==> src/rtl/uart_pkg.sv <==
// Shared UART definitions: FSM state encoding, parity coding and prescale floor.
// The receive side reuses the same encodings.
package uart_pkg;

  typedef enum logic [2:0] {
    IDLE   = 3'd0,
    START  = 3'd1,
    DATA   = 3'd2,
    PARITY = 3'd3,
    STOP   = 3'd4
  } uart_state_t;

  localparam logic PAR_EVEN     = 1'b0;
  localparam logic PAR_ODD      = 1'b1;
  localparam int   MIN_PRESCALE = 4;

  // Parity bit from the XOR-reduced data word and the parity type.
  function automatic logic parity_bit(input logic data_xor, input logic ptype);
    return (ptype == PAR_ODD) ? ~data_xor : data_xor;
  endfunction

endpackage

==> src/rtl/uart_tx_bit_timer.sv <==
// Per-bit cycle counter (0..P-1) and data bit index for the UART transmitter.
// Both counters sit at zero whenever their enables are low.
module uart_tx_bit_timer #(
  parameter int DATA_WIDTH     = 8,
  parameter int PRESCALE_WIDTH = 5,
  localparam int IDX_W = (DATA_WIDTH > 1) ? $clog2(DATA_WIDTH) : 1
) (
  input  logic                      i_clk,
  input  logic                      i_rst,
  input  logic                      i_en,
  input  logic                      i_idx_en,
  input  logic [PRESCALE_WIDTH-1:0] i_prescale,
  output logic                      o_bit_done,
  output logic [IDX_W-1:0]          o_bit_index
);

  logic [PRESCALE_WIDTH-1:0] r_cnt;
  logic [IDX_W-1:0]          r_idx;

  assign o_bit_done  = i_en && (r_cnt == (i_prescale - 1'b1));
  assign o_bit_index = r_idx;

  always_ff @(posedge i_clk) begin
    if (i_rst || !i_en) begin
      r_cnt <= '0;
    end else if (o_bit_done) begin
      r_cnt <= '0;
    end else begin
      r_cnt <= r_cnt + 1'b1;
    end
  end

  always_ff @(posedge i_clk) begin
    if (i_rst || !i_idx_en) begin
      r_idx <= '0;
    end else if (o_bit_done) begin
      r_idx <= (r_idx == IDX_W'(DATA_WIDTH - 1)) ? '0 : r_idx + 1'b1;
    end
  end

endmodule

==> src/rtl/uart_tx.sv <==
// UART transmitter: start bit, data LSB first, optional parity, stop bit.
// Each bit is held for max(Prescale, MIN_PRESCALE) clock cycles; outputs are registered.
module uart_tx
  import uart_pkg::*;
#(
  parameter int DATA_WIDTH     = 8,
  parameter int PRESCALE_WIDTH = 5
) (
  input  logic                      CLK,
  input  logic                      RST,
  input  logic [DATA_WIDTH-1:0]     P_DATA,
  input  logic                      Data_Valid,
  input  logic                      parity_enable,
  input  logic                      parity_type,
  input  logic [PRESCALE_WIDTH-1:0] Prescale,
  output logic                      TX_OUT,
  output logic                      busy
);

  localparam int IDX_W = (DATA_WIDTH > 1) ? $clog2(DATA_WIDTH) : 1;
  localparam logic [PRESCALE_WIDTH-1:0] MIN_P = PRESCALE_WIDTH'(MIN_PRESCALE);

  uart_state_t               r_state, w_state_next;
  logic [DATA_WIDTH-1:0]     r_shift;
  logic                      r_parity;
  logic                      r_par_en;
  logic [PRESCALE_WIDTH-1:0] r_prescale;
  logic                      r_tx, w_tx_next;
  logic                      r_busy, w_busy_next;
  logic                      w_accept, w_shift;
  logic                      w_bit_done;
  logic [IDX_W-1:0]          w_bit_index;
  logic                      w_last_bit;

  uart_tx_bit_timer #(
    .DATA_WIDTH    (DATA_WIDTH),
    .PRESCALE_WIDTH(PRESCALE_WIDTH)
  ) u_timer (
    .i_clk      (CLK),
    .i_rst      (RST),
    .i_en       (r_state != IDLE),
    .i_idx_en   (r_state == DATA),
    .i_prescale (r_prescale),
    .o_bit_done (w_bit_done),
    .o_bit_index(w_bit_index)
  );

  assign w_last_bit = (w_bit_index == IDX_W'(DATA_WIDTH - 1));

  // Next TX_OUT is chosen from the bit about to start, so the line changes only at bit edges.
  always_comb begin
    w_state_next = r_state;
    w_tx_next    = r_tx;
    w_busy_next  = r_busy;
    w_accept     = 1'b0;
    w_shift      = 1'b0;
    case (r_state)
      IDLE: begin
        if (Data_Valid) begin
          w_accept     = 1'b1;
          w_state_next = START;
          w_tx_next    = 1'b0;
          w_busy_next  = 1'b1;
        end
      end
      START: begin
        if (w_bit_done) begin
          w_state_next = DATA;
          w_tx_next    = r_shift[0];
        end
      end
      DATA: begin
        if (w_bit_done) begin
          if (w_last_bit) begin
            w_state_next = r_par_en ? PARITY : STOP;
            w_tx_next    = r_par_en ? r_parity : 1'b1;
          end else begin
            w_shift   = 1'b1;
            w_tx_next = r_shift[1];
          end
        end
      end
      PARITY: begin
        if (w_bit_done) begin
          w_state_next = STOP;
          w_tx_next    = 1'b1;
        end
      end
      STOP: begin
        if (w_bit_done) begin
          w_state_next = IDLE;
          w_tx_next    = 1'b1;
          w_busy_next  = 1'b0;
        end
      end
      default: begin
        w_state_next = IDLE;
        w_tx_next    = 1'b1;
        w_busy_next  = 1'b0;
      end
    endcase
  end

  always_ff @(posedge CLK) begin
    if (RST) begin
      r_state    <= IDLE;
      r_tx       <= 1'b1;
      r_busy     <= 1'b0;
      r_shift    <= '0;
      r_parity   <= 1'b0;
      r_par_en   <= 1'b0;
      r_prescale <= '0;
    end else begin
      r_state <= w_state_next;
      r_tx    <= w_tx_next;
      r_busy  <= w_busy_next;
      if (w_accept) begin
        r_shift    <= P_DATA;
        r_parity   <= parity_bit(^P_DATA, parity_type);
        r_par_en   <= parity_enable;
        r_prescale <= (Prescale < MIN_P) ? MIN_P : Prescale;
      end else if (w_shift) begin
        r_shift <= r_shift >> 1;
      end
    end
  end

  assign TX_OUT = r_tx;
  assign busy   = r_busy;

endmodule

==> config.mk <==
export PLATFORM = sky130hd
export DESIGN_NAME = uart_tx
export DESIGN_NICKNAME = d
export VERILOG_FILES = /design/src/rtl/uart_pkg.sv /design/src/rtl/uart_tx_bit_timer.sv /design/src/rtl/uart_tx.sv
export SDC_FILE = /design/constraint.sdc
export NUM_CORES = 1
export LEC_CHECK = 0
export CORE_MARGIN = 2
export CORE_UTILIZATION = 40
export DETAILED_ROUTE_END_ITERATION = 8
export PLACE_DENSITY = 0.71
export SYNTH_ARGS = -nofsm -noshare
export SYNTH_HDL_FRONTEND = slang
export SYNTH_SLANG_ARGS = --single-unit
==> constraint.sdc <==
create_clock -name CLK -period 2.5 [get_ports CLK]
set_clock_uncertainty 0.15 [all_clocks]
set_input_delay 0.375 -clock CLK [delete_from_list [all_inputs] [get_ports CLK]]
set_output_delay 0.375 -clock CLK [all_outputs]
set_load 0.005 [all_outputs]
After elaboration in Yosys (flattened, before gate mapping). Cells that the tools add are included.

Bitwise operators: 2. Multiplexer cells: 28. Equality and inequality tests: 13. Add/sub/neg operators: 3. Reduce and logical (&&, ||, !) cells: 15. $lt $le $gt $ge: 1.

Operator list (count): 3-bit 2-to-1 mux (8); 8-bit 2-to-1 mux (2); 3-bit case mux with 5 select lines (1); 1-bit 2-to-1 mux (14); 2-bit by 1-bit != test with 1-bit output (second input constant) (4); 8-bit XOR reduction (1); 3-bit by 2-bit equality test with 1-bit output (second input constant) (2); 3-bit equality test (second input constant) (2); 2-bit != test (second input constant) (3); 6-bit AND reduction (1); 5-bit by 1-bit adder with 5-bit output (second input constant) (1); 5-bit equality test (1); 5-bit by 3-bit less-than comparator with 1-bit output (second input constant) (1); 5-bit 2-to-1 mux (1); 5-bit by 1-bit subtractor with 5-bit output (second input constant) (1); 1-bit case mux with 4 select lines (1); 4-bit AND reduction (1); 2-bit OR reduction (2); 3-bit by 1-bit adder with 3-bit output (second input constant) (1); 3-bit by 1-bit equality test with 1-bit output (second input constant) (1); 3-bit logical NOT (1); 1-bit case mux with 3 select lines (1); 3-bit AND reduction (1); 3-bit nonzero test (1); other kinds (6) (9).

Word-level logic and storage cells: 71. Register bits after elaboration: 28. Output and inout port bits: 2. Input bits: 18.

Depth between registers and ports, before layout.
Depth after elaboration: 7. Mapped depth: 8. Depth with buffers taken out: 7.

By module. From an unflattened synthesis, not the netlist that was laid out.

Cells, all modules: 176. Area, all modules: 1547.7 um2.

Modules (own cells, without submodules): uart_tx (times used 1, seq. area each 400.4 um2, area an instance 1078.5 um2, cells each 129); uart_tx_bit_timer (times used 1, seq. area each 160.2 um2, area an instance 469.2 um2, cells each 47).

Worst setup path before layout. No wires, ideal clock.

Kind: reg2reg. Start: register r_prescale[0]. End: register r_state[2]. Clock period less this slack: 2358 ps. Data required time: 2280 ps. Setup slack: 142 ps. Arrival: 2138 ps. Stages on the path, launching flop included: 8. Cell sequence: dfxtp_1 inv_1 ha_1 nor2b_1 o31a_1 a211o_2 or4b_2 a21oi_1.

Word-level cells in the longest chain between the ends: 5.

RTL lines: from (decl) (line uart_tx.sv:27) `logic [PRESCALE_WIDTH-1:0] r_prescale;`; from (signal assigned) (line uart_tx.sv:121) `r_prescale <= (Prescale < MIN_P) ? MIN_P : Prescale;`; 5-bit by 1-bit subtractor with 5-bit output * (line uart_tx_bit_timer.sv:20) `assign o_bit_done = i_en && (r_cnt == (i_prescale - 1'b1));`; 5-bit equality test * (line uart_tx_bit_timer.sv:20); 1-bit logical AND * (line uart_tx_bit_timer.sv:20); 2-bit != test (no source line) / 2-bit by 1-bit != test with 1-bit output (equally long branches); 6-bit AND reduction (no source line) *; to (signal assigned) (line uart_tx.sv:114) `r_state <= w_state_next;`; to (decl) (line uart_tx.sv:23) `uart_state_t r_state, w_state_next;`.

Every way passes the cells marked *; elsewhere a longest branch is shown, timed or not. A chain may end at the register's enable or synchronous reset.

Final worst setup path. Same ends and word-level chain as after synthesis.

==> metrics <==
result of the run=complete, no violations; Worst Path Class, Setup=reg -> reg; ANT nets after route=0; Die Span Y=63.7 µm; Top FF cell, synth=dfxtp_1; diodes inserted=0; number of nets at the end of the flow=207; Worst-path clk slew=~150 ps; maximum capacitance violations=0; Cell Int Power=0.729 mW; count of port buffers added during placement=19; Worst Setup Start Kind=register; crit-path max cell delay=630 ps; NetSw=0.241 mW; TritonCTS Buffers=3; yosys synthesis warning count=0; non-filler instance count after layout=230; post-synthesis net count=184; initial cell density of the core=0.421; post-layout total power=0.970 mW; ratio of cells with drive above 1 in the final layout=0.0924; share of the synthesized area in the top cell type=0.393; leakage=0.642 nW; top-count cell post-synth=dfxtp_1; leading post-synthesis cells by instance count=dfxtp_1, nor2_1, nand2_1; Switching Share=0.248; Post-CTS Hold Fix Bufs=0; Max IR drop VDD=roughly 0.40 mV; post-synthesis average cell area=8.81 µm²; Core Box Area=3390 µm²; Detail Placement HPWL=2210 µm; final core utilization=0.519; required time of the worst setup path=2640 ps; async set-reset flop share out of synthesis=0; final clock period utilization by the worst path=0.971; number of global-route vias before repair=about 1200; area growth from synthesis to layout=23.3%; drt wl/cell=12.8 µm; power per cell area=551 nW/µm²; worst-path maximum fanout=6; data arrival time of the worst path=2570 ps; clock sinks=28; Max Slew Vio Count=0; maximum count of clock buffers along a single path=2; First-pass DRT Iterations=5; count of cell types in the netlist=35; die width=63.7 µm; DRC violation count after routing=0; max-slew headroom at the worst pin=0.546; Mapped Area=1430 µm²; cell at the root of the clock tree=clkbuf_4; Clock power frac=0.311; slew at the pin closest to its max-slew limit=679 ps; cell breakdown of the critical path=inv_1 > ha_1 > nor2b_1 > o31a_1 > a211o_4 > or4b_2 > a21oi_2; top cells by area, synth=dfxtp_1, xnor2_1, mux2i_1; count of flip-flops with a built-in enable after synthesis=0; num rows=21; remaining global-route overflow=0; synthesis-stage register bit count=28; Placed Cells=roughly 230; routability congestion estimate=between 0.7 and 0.8; wire length of the first global-routing pass=5310 µm; CTS H-tree depth=1; global-route usage over all layers=0.165; antenna violations before repair=0; count of vias placed by the detailed router=between 1000 and 1500; Final Hold Vio Count=0; source-to-sink clock delay at the later pin of the worst-skew pair=around 340 ps; total length of routed wires=a little under 3000 µm; Vias per Instance=between 5 and 6; sequential element share of the synthesized area=0.393; Logic pwr share=0.181; largest area contributor in the netlist=dfxtp_1; TritonCTS clock tree=done; kind of end point of the critical path=register; upper clock frequency limit=between 0.4 and 0.5 GHz; pin count of the biggest net entering global routing=23; Final setup violation count=0; fin crit period=2430 ps; number of top-level pins=20; die footprint=4060 µm²; worst min-delay path class=reg -> reg; Syn Inst Count=roughly 160; first-iteration detailed-routing DRC count=25; part of the power in registers=0.509; cell with the biggest individual delay on the critical path=or4b_2
==> power by group through the flow <==
stage | registers [mW] | logic (mW) | clock network [mW]
2_1_floorplan | 0.498 | 0.110 | 0
4_1_cts | 0.494 | 0.173 | 0.310
6_report | 0.493 | 0.175 | 0.301
3_5_place_dp | 0.504 | 0.172 | 0
3_3_place_gp | 0.502 | 0.168 | 0
5_1_grt | 0.497 | 0.196 | 0.327
==> final timing paths <==
path,start,to,slack [ps],cells past startpoint
min reg2reg,r_prescale[4],r_prescale[4],330,2
min,r_prescale[4],r_prescale[4],330,2
max,r_prescale[0],r_state[2],70,7
max reg2reg,r_prescale[0],r_state[2],70,7
==> metrics by stage <==
stage	TNS, ps	setup slack (ps)	hold WS [ps]	instance area (µm²)
floorplan	0	142	290	1430
global placement	0	107	304	1690
finish	0	73.7	334	1760
global route	-5.69	-5.17	358	1760
detailed placement	0	59.8	304	1690
CTS	0	24.7	337	1740
==> flip-flops by register name, indices dropped and copies added (netlist names) <==
signal and cells:
r_parity 1, busy 1, u_timer.r_cnt 5, u_timer.o_bit_index 3, TX_OUT 1, r_prescale 5, r_shift 8, r_state 3
r_par_en 1
==> kinds of logic after synthesis <==
group                      count (synthesis)  share of synthesized area
and+or+nand+nor                           57                      0.195
AOI/OAI and AO/OA                         33                      0.168
DFF                                       28                      0.393
xor gates and xnor gates                  17                      0.104
buffers and inverters                     13                     0.0351
muxes                                     10                     0.0701
adders and majority gates                  4                     0.0351
==> critical path, delay by kind of cell (launching register included) <==
family,cells,cell delay [ps]
buf+inv,1,40
compound gates,3,830
simple gates,2,760
flops,1,380
fa+ha+maj,1,220
==> cell type report <==
cell class,instances,area [µm²]
sequential,28,564
timing repair buffer,25,235
tap,46,57.6
inverter,6,22.5
clock inverter,1,30.0
multi-input combinational,121,828
clock buffer,3,22.5
fill,316,1630
==> layout by cell type, fill, tap and decap left out, types with 2 or more instances in the layout <==
cell type and count:
xnor2_1 12, nand3_1 6, a211oi_1 9, clkdlybuf4s50_1 19, dfxtp_1 27, ha_1 4, xor2_1 5, buf_4 6
or3_1 5, inv_1 6, nand2_1 14, nor2b_1 2, nor2_1 19, o21ai_0 3, nor3_1 4, mux2i_1 10
a21oi_1 9, clkbuf_4 3
==> layer usage <==
layer	track usage	vias up	wire length, µm
met3	0.0264	5	83
met4	0.0652	0	53
li1	-	615	-
met5	0	-	0
met1	0.188	578	1310
met2	0.304	19	1490
==> what timing repair did <==
item                       CTS  global route
setup endpoints to repair    0             9
setup buffers                0             1
gates resized for setup      0             4
Power figures use the tool's default switching activity.
==> RTL edit 1: new RTL, same settings <==
`DATA_WIDTH` is set to 8 in 2 places; all go to 4.
--- a/src/rtl/uart_tx_bit_timer.sv
+++ b/src/rtl/uart_tx_bit_timer.sv
@@ -1,7 +1,7 @@
 // Per-bit cycle counter (0..P-1) and data bit index for the UART transmitter.
 // Both counters sit at zero whenever their enables are low.
 module uart_tx_bit_timer #(
-  parameter int DATA_WIDTH     = 8,
+  parameter int DATA_WIDTH     = 4,
   parameter int PRESCALE_WIDTH = 5,
   localparam int IDX_W = (DATA_WIDTH > 1) ? $clog2(DATA_WIDTH) : 1
 ) (
--- a/src/rtl/uart_tx.sv
+++ b/src/rtl/uart_tx.sv
@@ -3,7 +3,7 @@
 module uart_tx
   import uart_pkg::*;
 #(
-  parameter int DATA_WIDTH     = 8,
+  parameter int DATA_WIDTH     = 4,
   parameter int PRESCALE_WIDTH = 5
 ) (
   input  logic                      CLK,
Ports: changed (resized P_DATA); port bits go from 20 to 16. No check against the original RTL was run, so the function may have changed too.
==> RTL edit 1 against the original RTL <==
Routed wire length fell by 12%. Cell count fell by 12%. Cell area shrank 16%. Core utilization shrank 2.6 points. Critical path type unchanged. Area after synthesis is 13% lower. Sequential cell count is 5 lower. Total power fell by 23%. Sequential share of layout area shrank 0.95 points. Worst setup slack gained 6.8 ps. Synthesized cell count down 6.8%.
==> RTL edit 1: results <==
group,metric,value,unit
hold_path,min_from,"r_parity",
logic_synthesis,muxShareOfSynthArea,3.54,%
route,drt_first_pass_iters,4,
final_layout,antenna_cells,0,
clock_network,cts-root-buf,"clkbuf_4",
critical_path,cp_slowest_cell,"or4b_1",
placement,gp_congestion,0.835,
critical_path,cp-startpoint,"r_prescale[1]",
sta,slew_headroom,65.6,%
logic_synthesis,synth_warnings,0,
logic_synthesis,synth_enable_flop_cells,0,
final_layout,final_nets,188,
placement,numPortBuffers,15,
logic_synthesis,synth_fa_ha_area_share,3.04,%
clock_network,clk_pin_slew,130,ps
critical_path,critPathMaxFanout,9,
critical_path,slowest_delay,510,ps
sta,whs,335,ps
logic_synthesis,synth_area_leaders,"dfxtp_1, xnor2_1, nor2_1, a21oi_1, nand2_1",
hold_path,min_path_cells,2,
logic_synthesis,synth-xor-area-share,9.21,%
global_route,grt_max_degree,16,
final_layout,seq_area_share,31.1,%
logic_synthesis,synth_compound_area_share,18.3,%
global_route,grt_usage,16.6,%
run_status,status,"finished, final reports clean",
route,num_vias,1107,
placement,place_inst,199,
final_layout,nNonClkInverters,6,
final_layout,design.seq.count,23,
final_layout,buf_share,12.7,%
global_route,grt_pass1_wl,4610,um
sta,max_freq,0.413,GHz
clock_network,cts_max_path_buffers,2,
global_route,antenna_found_initial,0,
critical_path,critPathArrivalTime,2530,ps
route,finalWirelength,2580,um
final_layout,n_fill_cell,298,
logic_synthesis,seq_area_frac_synth,37.2,%
logic_synthesis,yosysUniqueCellTypes,37,
final_layout,drive_above_1_share,9.41,%
placement,dpl.hpwl,1970,um
final_layout,final-clk-cell-share,1.86,%
logic_synthesis,synth_nets,168,
pwr,ir_drop,0.000331,V
clock_network,post_cts_buffers,0,
final_layout,multi_input_area,741,um^2
placement,place_ws,72.6,ps
route,drt_iter0_drc,15,
logic_synthesis,async_reset_ff_share,0,%
logic_synthesis,synth.avg_cell_area,8.19,um^2
hold_path,min_to,"r_parity",
final_layout,reg_top3,"r_prescale x5, u_timer.r_cnt x5, r_shift x4",
logic_synthesis,synth_common_cells,"dfxtp_1, nor2_1, nand2_1",
final_layout,buffers,20,
clock_network,clk_latency,310,ps
route,drt-wirelength-per-cell,12.7,um
pwr,p_leak,0.524,nW
final_layout,multi_input_cells,117,
==> RTL edit 1: cell count changes in the layout (fill, tap and decap cells not counted), sizes merged, moves of 3 or more <==
cell and change:
mux2i -9, or3 -4, mux2 +3, a21oi +3, nor3 +3, a211oi -8
clkdlybuf4s50 -4, dfxtp -5
==> RTL edit 1: power breakdown <==
part	total [mW]	leakage, nW	internal [mW]	switching, mW
logic	0.166	0.317	0.0834	0.0824
clock network	0.177	0.0177	0.0598	0.117
registers	0.406	0.188	0.388	0.0176
==> RTL edit 1: metal layers <==
layer	vias to the layer above	GRT usage (%)	wire (um)	share of wire [%]
met1	522	19.7	1150	45
met2	17	29.8	1340	52
met3	2	1.75	66	2.6
li1	566	-	-	-
met4	0	7.30	16	0.62
met5	-	0	0	0
==> RTL edit 1: through the flow <==
step	instance area, um^2	utilization (%)
4_1_cts	1470	49.0
6_report	1480	49.3
5_1_grt	1480	49.3
3_5_place_dp	1440	48.1
2_1_floorplan	1240	-
3_3_place_gp	1440	48.1
==> RTL edit 2: new RTL, config.mk and constraints unchanged <==
Made on the original files. Add an input register stage for `P_DATA`, `Data_Valid`, `parity_enable`, `parity_type` and `Prescale`, cleared by the reset; this delays them by one clock. Comments in the files are not updated.
--- a/src/rtl/uart_tx.sv
+++ b/src/rtl/uart_tx.sv
@@ -19,6 +19,28 @@
 
   localparam int IDX_W = (DATA_WIDTH > 1) ? $clog2(DATA_WIDTH) : 1;
   localparam logic [PRESCALE_WIDTH-1:0] MIN_P = PRESCALE_WIDTH'(MIN_PRESCALE);
+
+  logic [DATA_WIDTH-1:0] P_DATA_q;
+  logic Data_Valid_q;
+  logic parity_enable_q;
+  logic parity_type_q;
+  logic [PRESCALE_WIDTH-1:0] Prescale_q;
+
+  always_ff @(posedge CLK) begin
+    if (RST) begin
+      P_DATA_q        <= '0;
+      Data_Valid_q    <= '0;
+      parity_enable_q <= '0;
+      parity_type_q   <= '0;
+      Prescale_q      <= '0;
+    end else begin
+      P_DATA_q        <= P_DATA;
+      Data_Valid_q    <= Data_Valid;
+      parity_enable_q <= parity_enable;
+      parity_type_q   <= parity_type;
+      Prescale_q      <= Prescale;
+    end
+  end
 
   uart_state_t               r_state, w_state_next;
   logic [DATA_WIDTH-1:0]     r_shift;
@@ -56,7 +78,7 @@
     w_shift      = 1'b0;
     case (r_state)
       IDLE: begin
-        if (Data_Valid) begin
+        if (Data_Valid_q) begin
           w_accept     = 1'b1;
           w_state_next = START;
           w_tx_next    = 1'b0;
@@ -115,10 +137,10 @@
       r_tx    <= w_tx_next;
       r_busy  <= w_busy_next;
       if (w_accept) begin
-        r_shift    <= P_DATA;
-        r_parity   <= parity_bit(^P_DATA, parity_type);
-        r_par_en   <= parity_enable;
-        r_prescale <= (Prescale < MIN_P) ? MIN_P : Prescale;
+        r_shift    <= P_DATA_q;
+        r_parity   <= parity_bit(^P_DATA_q, parity_type_q);
+        r_par_en   <= parity_enable_q;
+        r_prescale <= (Prescale_q < MIN_P) ? MIN_P : Prescale_q;
       end else if (w_shift) begin
         r_shift <= r_shift >> 1;
       end
Check against the original RTL: not equivalent (a bounded check fails within 4 cycles, from zero or initial values and one cycle with RST high).
==> RTL edit 2 against the original RTL <==
Sequential cell count rose by 16. Hold slack lost 25 ps. Total power grew 63%. Global-route usage decreased by 3.0 points. Combinational power is 48% higher. Critical path depth stayed put. Routed wire length up 7.8%. Cell area increased by 28%. Area after synthesis grew 34%. Cell count is 19% higher. Worst setup slack improved by 180 ps. Maximum frequency grew 8.1%. First-iteration DRC count up 72%. Critical path type unchanged. Largest power group unchanged. Highest routed layer unchanged.
==> RTL edit 2: results <==
group,metric,value,unit
global_route,grt_max_degree,42,
global_route,grtUsageMet1,17.4,%
clock_network,clk_pin_slew,80,ps
global_route,use_met2,20.6,%
critical_path,critPathMaxFanout,8,
hold_path,min_to,"r_par_en",
run_status,status,"finished, final reports clean",
clock_network,ctsHtreeMaxLevel,2,
clock_network,cts-root-buf,"clkbuf_8",
route,num_vias,1353,
placement,postPlaceCellArea,2150,um^2
logic_synthesis,synthCells,201,
route,drt_iter0_drc,43,
sta,worst_slew_pin_slew,637,ps
route,finalWirelength,3170,um
final_layout,drive_above_1_share,10.5,%
pwr,p_leak,0.837,nW
sta,whs,309,ps
critical_path,r2r_slack,250,ps
placement,dpl.hpwl,2220,um
global_route,grt_pass1_wl,5550,um
final_layout,reg_top3,"P_DATA_q x8, r_shift x8",
clock_network,cts_buffers,5,
logic_synthesis,yosysUniqueCellTypes,41,
critical_path,slowest_delay,500,ps
pwr,p_clk_share,33.0,%
placement,place_ws,253,ps
placement,gp_congestion,0.732,
logic_synthesis,synth_nets,223,
pwr,p_seq_share,50.7,%
-- RTL edit 2: cell count changes after synthesis, sizes merged, moves of 3 or more --
| cell | before | now |
|---|---|---|
| dfxtp | 28 | 44 |
| nor2b | 2 | 17 |
| nor2 | 19 | 26 |
| a2111oi | 1 | 7 |
| a211oi | 9 | 3 |
| mux2i | 10 | 4 |
| nor3 | 4 | 9 |
| buf | 1 | 5 |
| inv | 6 | 3 |
| nand3b | 0 | 3 |
| or3 | 5 | 2 |
-- RTL edit 2: worst max-delay path by stage --
stage | end | slack [ps] | depth (start not counted)
finish | r_state[2] | 250 | 7
floorplan | r_state[2] | 420 | 7
detailed placement | r_state[2] | 250 | 7
CTS | r_state[2] | 250 | 7
global route | r_state[2] | 110 | 7
global placement | r_state[2] | 340 | 7
-- RTL edit 2: per-layer routing --
layer	up-vias	part of all wire, %	routed length, um
met5	-	0	0
met4	0	2.1	66
met3	6	3.6	113
met2	21	44	1390
met1	600	51	1600
li1	726	-	-
-- RTL edit 2: logic make-up (layout without fill, tap and decap cells) --
family | Yosys count | count (layout) | synth area share, %
AND/OR/NAND/NOR | 85 | 85 | 22.7
multiplexers | 5 | 5 | 2.67
flip-flops | 44 | 44 | 45.9
XOR/XNOR | 18 | 18 | 8.22
adder cells (fa/ha/maj) | 4 | 4 | 2.61
buffers and inverters | 14 | 33 | 3.33
AO/OA/AOI/OAI | 31 | 31 | 14.5
-- RTL edit 2: cell type report --
type | count | area [um^2]
Multi-Input combinational cell | 143 | 973
Clock buffer | 6 | 72.6
Inverter | 3 | 11.3
Timing Repair Buffer | 22 | 213
Sequential cell | 44 | 881
Clock inverter | 2 | 35.0
Tap cell | 54 | 67.6
Fill cell | 448 | 2410
